==> src/rtl/pit_irq_ctrl.sv <==
// Interval-timer interrupt controller: latches per-channel pulses and presents them to the host round-robin.
// Overrun tracking is compiled in only when PIT_IRQ_OVERRUN_EN is defined.
module pit_irq_ctrl #(
  parameter int NUM_CH = 4,
  localparam int IDW = $clog2(NUM_CH)
) (
  input  logic              clk,
  input  logic              reset,
  input  logic [NUM_CH-1:0] irq_pulse,
  input  logic [NUM_CH-1:0] irq_mask,
  input  logic              ack,
  input  logic              clear_overrun,
  output logic              irq,
  output logic [IDW-1:0]    irq_id,
  output logic [NUM_CH-1:0] pending,
  output logic [NUM_CH-1:0] overrun
);

  typedef enum logic [1:0] {IDLE, ASSERT, GAP} state_e;

  state_e            state_q, state_d;
  logic              irq_q, irq_d;
  logic [IDW-1:0]    irq_id_q, irq_id_d;
  logic [IDW-1:0]    rr_ptr_q, rr_ptr_d;
  logic [NUM_CH-1:0] pending_q, pending_d;
  logic [NUM_CH-1:0] eligible;
  logic [NUM_CH-1:0] ack_onehot;
  logic [IDW-1:0]    hi_pick, lo_pick, winner, id_inc;
  logic              hi_hit;

  // Round-robin: lowest eligible index at or above rr_ptr, else lowest eligible overall.
  always_comb begin
    eligible = pending_q & ~irq_mask;
    hi_pick  = '0;
    lo_pick  = '0;
    hi_hit   = 1'b0;
    for (int j = NUM_CH - 1; j >= 0; j--) begin
      if (eligible[j]) begin
        lo_pick = IDW'(j);
        if (IDW'(j) >= rr_ptr_q) begin
          hi_pick = IDW'(j);
          hi_hit  = 1'b1;
        end
      end
    end
    winner = hi_hit ? hi_pick : lo_pick;
    id_inc = (irq_id_q == IDW'(NUM_CH - 1)) ? '0 : irq_id_q + 1'b1;
  end

  always_comb begin
    state_d    = state_q;
    irq_d      = irq_q;
    irq_id_d   = irq_id_q;
    rr_ptr_d   = rr_ptr_q;
    ack_onehot = '0;
    unique case (state_q)
      IDLE: begin
        if (|eligible) begin
          state_d  = ASSERT;
          irq_d    = 1'b1;
          irq_id_d = winner;
        end
      end
      ASSERT: begin
        if (ack) begin
          ack_onehot[irq_id_q] = 1'b1;
          rr_ptr_d = id_inc;
          irq_d    = 1'b0;
          state_d  = GAP;
        end
      end
      GAP: begin
        irq_d   = 1'b0;
        state_d = IDLE;
      end
      default: begin
        irq_d   = 1'b0;
        state_d = IDLE;
      end
    endcase
  end

  // A pulse landing on the acknowledged channel re-arms it as a fresh event.
  always_comb begin
    pending_d = (pending_q & ~ack_onehot) | irq_pulse;
  end

  always_ff @(posedge clk) begin
    if (reset) begin
      state_q   <= IDLE;
      irq_q     <= 1'b0;
      irq_id_q  <= '0;
      rr_ptr_q  <= '0;
      pending_q <= '0;
    end else begin
      state_q   <= state_d;
      irq_q     <= irq_d;
      irq_id_q  <= irq_id_d;
      rr_ptr_q  <= rr_ptr_d;
      pending_q <= pending_d;
    end
  end

`ifdef PIT_IRQ_OVERRUN_EN
  logic [NUM_CH-1:0] overrun_q, overrun_d, ov_set;

  // Set has priority over clear so a loss in the clearing cycle is still reported.
  always_comb begin
    ov_set    = irq_pulse & pending_q & ~ack_onehot;
    overrun_d = (clear_overrun ? {NUM_CH{1'b0}} : overrun_q) | ov_set;
  end

  always_ff @(posedge clk) begin
    if (reset) begin
      overrun_q <= '0;
    end else begin
      overrun_q <= overrun_d;
    end
  end

  assign overrun = overrun_q;
`else
  logic unused_clear_overrun;
  assign unused_clear_overrun = clear_overrun;
  assign overrun = '0;
`endif

  assign irq     = irq_q;
  assign irq_id  = irq_id_q;
  assign pending = pending_q;

  a_irq_tracks_state: assert property (@(posedge clk) disable iff (reset)
    irq == (state_q == ASSERT));
  a_grant_stable: assert property (@(posedge clk) disable iff (reset)
    (state_q == ASSERT && !ack) |=> (irq && $stable(irq_id)));
  a_gap_quiet: assert property (@(posedge clk) disable iff (reset)
    (state_q == GAP) |-> !irq);

endmodule

==> config.mk <==
export PLATFORM = sky130hd
export DESIGN_NAME = pit_irq_ctrl
export DESIGN_NICKNAME = d
export VERILOG_FILES = /design/src/rtl/pit_irq_ctrl.sv
export SDC_FILE = /design/constraint.sdc
export NUM_CORES = 1
export LEC_CHECK = 0
export CAP_MARGIN = 20
export CORE_MARGIN = 4
export CORE_UTILIZATION = 41
export DETAILED_ROUTE_END_ITERATION = 10
export GPL_TIMING_DRIVEN = 0
export PLACE_DENSITY_LB_ADDON = 0.25
export SYNTH_ARGS = -nofsm -noshare
export SYNTH_HDL_FRONTEND = slang
export SYNTH_SLANG_ARGS = --single-unit
export TNS_END_PERCENT = 100
==> constraint.sdc <==
create_clock -name clk -period 1.6 [get_ports clk]
set_input_delay 0.32 -clock clk [delete_from_list [all_inputs] [get_ports clk]]
set_output_delay 0.32 -clock clk [all_outputs]
set_load 0.01 [all_outputs]
==> flow_summary.yaml, run 1 <==
outcome:
  status: "finished clean"
sta:
  rsz0062_at_grt: "no"
  max_freq_mhz: 652
  clock-skew-final_ns: 0.00280
  finalCritPeriodShare: 0.958
  finalHoldViolations: 0
  finalSetupViolCount: 0
  tns_ns: 0
  fin_crit_ns: 1.53
  finalMaxSlewViolations: 0
cells_and_area:
  nNetsFinal: 109
  final_area_um2: 838
  final_core_util: 0.636
  drive_gt1_frac: 0.207
  antenna_cells: 0
  area_growth_pct: 44.4
  final_common_cell: "clkdlybuf4s50_1"
  mostFrequentLayoutCells: "clkdlybuf4s50_1, a21oi_1, nor2_1, dfxtp_1, nand2_1"
drt:
  met1_length_um: 574
  drt_iter0_drc: 1
  vias: 526
  wl_met2_um: 549
  highest_layer: "met4"
  route.met3.wl_um: 125
  via_per_inst: 4.92
  wl_per_cell_um: 11.7
  dr.pass1.iters: 4
  drc: 0
  drt-total-wl_um: 1260
  ant_nets: 0
floorplan:
  die_w_um: 45.6
  dieArea_um2: 2080
  boundaryPins: 23
  floorplan.initialDensity: 0.441
  die_h_um: 45.6
  fp-row-count: 13
  coreArea_um2: 1320
clocking:
  htree_num_levels: 1
  cts_tree: "built"
  root_buffer: "clkbuf_4"
  hold_buffers: 0
  clk_latency_ns: 0.27
  cts_made_buffers: 3
  clk_pin_slew_worst_paths_ns: 0.07
  clockBufferDepth: 2
  cts_sinks: 10
synthesis:
  synth_cell_types: 25
  synth-warning-count: 0
  synth_seq_cells: 10
  synth-seq-area-share: 0.345
  synth_area_um2: 581
  synthCells: 66
  syn_area_per_cell_um2: 8.80
worst_setup_path:
  cp-start-kind: "register"
  slowest_stage: "clkdlybuf4s50_1"
  path_class: "register to output pin"
  crit_path_start: "state_q[0]"
  required_ns: 1.28
  r2r_slack_ns: 0.20
  cp_max_fo: 5
  path_buf_inv: 1
  cp.depth: 1
  cp.arrival_ns: 1.21
  crit_end: "irq"
  rr_startpoint: "pending[1]"
  worst-r2r-cell-count: 5
  path_cells: "clkdlybuf4s50_1"
  r2r_end: "irq_id[1]"
  max_stage_delay_ns: 0.56
  path_delay_family: "buffers and inverters"
  worstSetupEndpointType: "output pin"
grt:
  antenna_found_initial: 0
  grt_pass1_wl_um: 1920
  grt_max_degree: 11
  grt_overflow: 0
  grtUsageTotal: 0.131
  grt_pass1_vias: 500
power:
  p_leak_nw: 0.356
  ir_worst_vdd_uv: 539
  p_per_area_nw_per_um2: 847
placement:
  port_buffers: 17
  dp_hpwl_um: 925
  place_congestion: 0.883
  dpl_cell_area_um2: 781
job:
  maxCapViolations: 0
hold_path:
  holdCritPathClass: "register to register"
==> tightest hold or removal path: stages (launching register included) <==
cell and delay, ns:
dfxtp_1 0.35, a21oi_1 0.07, nor2_1 0.06
==> sequential cells by signal (all words and copies together) (netlist names) <==
| signal | flops |
|---|---|
| rr_ptr_q | 2 |
| pending | 4 |
| irq_id | 2 |
| state_q | 2 |
==> cells by family (layout without fill, tap and decap cells) <==
group | after synthesis | count (layout) | synth area share
other | 1 | 4 | 0.00646
AND/OR/NAND/NOR | 27 | 27 | 0.265
buffers and inverters | 7 | 30 | 0.0711
flip-flops | 10 | 10 | 0.345
AO/OA/AOI/OAI | 17 | 17 | 0.226
adder cells (fa/ha/maj) | 4 | 4 | 0.0862
==> worst min path at each step <==
stage               startpoint         end  slack [ns]  cells after the start
global route        pending[3]  pending[3]        0.54                      2
finish              pending[3]  pending[3]        0.51                      2
global placement    pending[2]  pending[2]        0.49                      2
floorplan                reset   irq_id[1]        0.42                      1
CTS                 pending[3]  pending[3]        0.52                      2
detailed placement  pending[3]  pending[3]        0.50                      2
==> cell usage after synthesis <==
| library cell | number | area (um^2) |
|---|---|---|
| dfxtp_1 | 10 | 200 |
| a21oi_1 | 9 | 45.0 |
| nor2_1 | 9 | 33.8 |
| nand2_1 | 7 | 26.3 |
| buf_4 | 4 | 30.0 |
| ha_1 | 4 | 50.1 |
| inv_1 | 2 | 7.51 |
| nand2b_1 | 2 | 12.5 |
| nand3b_1 | 2 | 15.0 |
| nor2b_4 | 2 | 27.5 |
| a211oi_1 | 1 | 7.51 |
| a21boi_0 | 1 | 7.51 |
| a21o_1 | 1 | 7.51 |
| a221oi_2 | 1 | 15.0 |
| a31oi_1 | 1 | 6.26 |
| and2b_1 | 1 | 7.51 |
| and3b_1 | 1 | 8.76 |
| clkbuf_1 | 1 | 3.75 |
| conb_1 | 1 | 3.75 |
| nor2b_2 | 1 | 8.76 |
| nor3_1 | 1 | 5.00 |
| o22ai_1 | 1 | 6.26 |
| o41ai_1 | 1 | 8.76 |
| o41ai_4 | 1 | 27.5 |
| or3b_2 | 1 | 8.76 |
==> cell type report <==
class / count / area (um^2)
Fill cell: 116 / 479
Multi-Input combinational cell: 52 / 352
Sequential cell: 10 / 203
Timing Repair Buffer: 19 / 188
Clock buffer: 4 / 36.3
Buffer: 5 / 33.8
Tap cell: 15 / 18.8
Inverter: 2 / 7.51
==> stage by stage <==
stage                     worst slack [ns]  cells  hold WS [ns]  power, mW
final                               0.0667    107         0.511      0.710
after global routing               0.00954    107         0.541      0.756
after CTS                           0.0341    105         0.515      0.703
after detailed placement            -0.202    101         0.499      0.471
after global placement              -0.199    101         0.487      0.468
after floorplan                      0.300     69         0.423      0.396
==> repair_timing <==
action / 4_1_cts / 5_1_grt
endpoints found under the setup margin: 0 / 3
resized for setup: 0 / 4
buffers inserted: 0 / 2
==> power by group <==
part	leakage, nW	internal, mW	switching, mW
Combinational	0.251	0.109	0.0813
Sequential	0.0834	0.270	0.0192
Clock	0.0210	0.138	0.0923
==> routing by layer <==
layer	global-route usage	up-vias
met2	0.217	20
met5	0	-
met1	0.143	235
li1	-	269
met3	0.0593	2
met4	0.0526	0
(Power assumes the default switching activity.)
==> run 2: changes to the inputs <==
--- a/config.mk
+++ b/config.mk
@@ -5,7 +5,7 @@
 export SDC_FILE = /design/constraint.sdc
 export NUM_CORES = 1
 export LEC_CHECK = 0
-export CAP_MARGIN = 20
+export CAP_MARGIN = 25
 export CORE_MARGIN = 4
 export CORE_UTILIZATION = 41
 export DETAILED_ROUTE_END_ITERATION = 10
==> results of run 2 <==
Same layout as run 1: the final DEF is identical, and so are final timing and power.
==> run 3: changes to the inputs <==
--- a/config.mk
+++ b/config.mk
@@ -8,6 +8,7 @@
 export CAP_MARGIN = 25
 export CORE_MARGIN = 4
 export CORE_UTILIZATION = 41
+export CTS_CLUSTER_DIAMETER = 120
 export DETAILED_ROUTE_END_ITERATION = 10
 export GPL_TIMING_DRIVEN = 0
 export PLACE_DENSITY_LB_ADDON = 0.25
==> results of run 3 <==
Same layout as run 1: the final DEF is identical, and so are final timing and power.
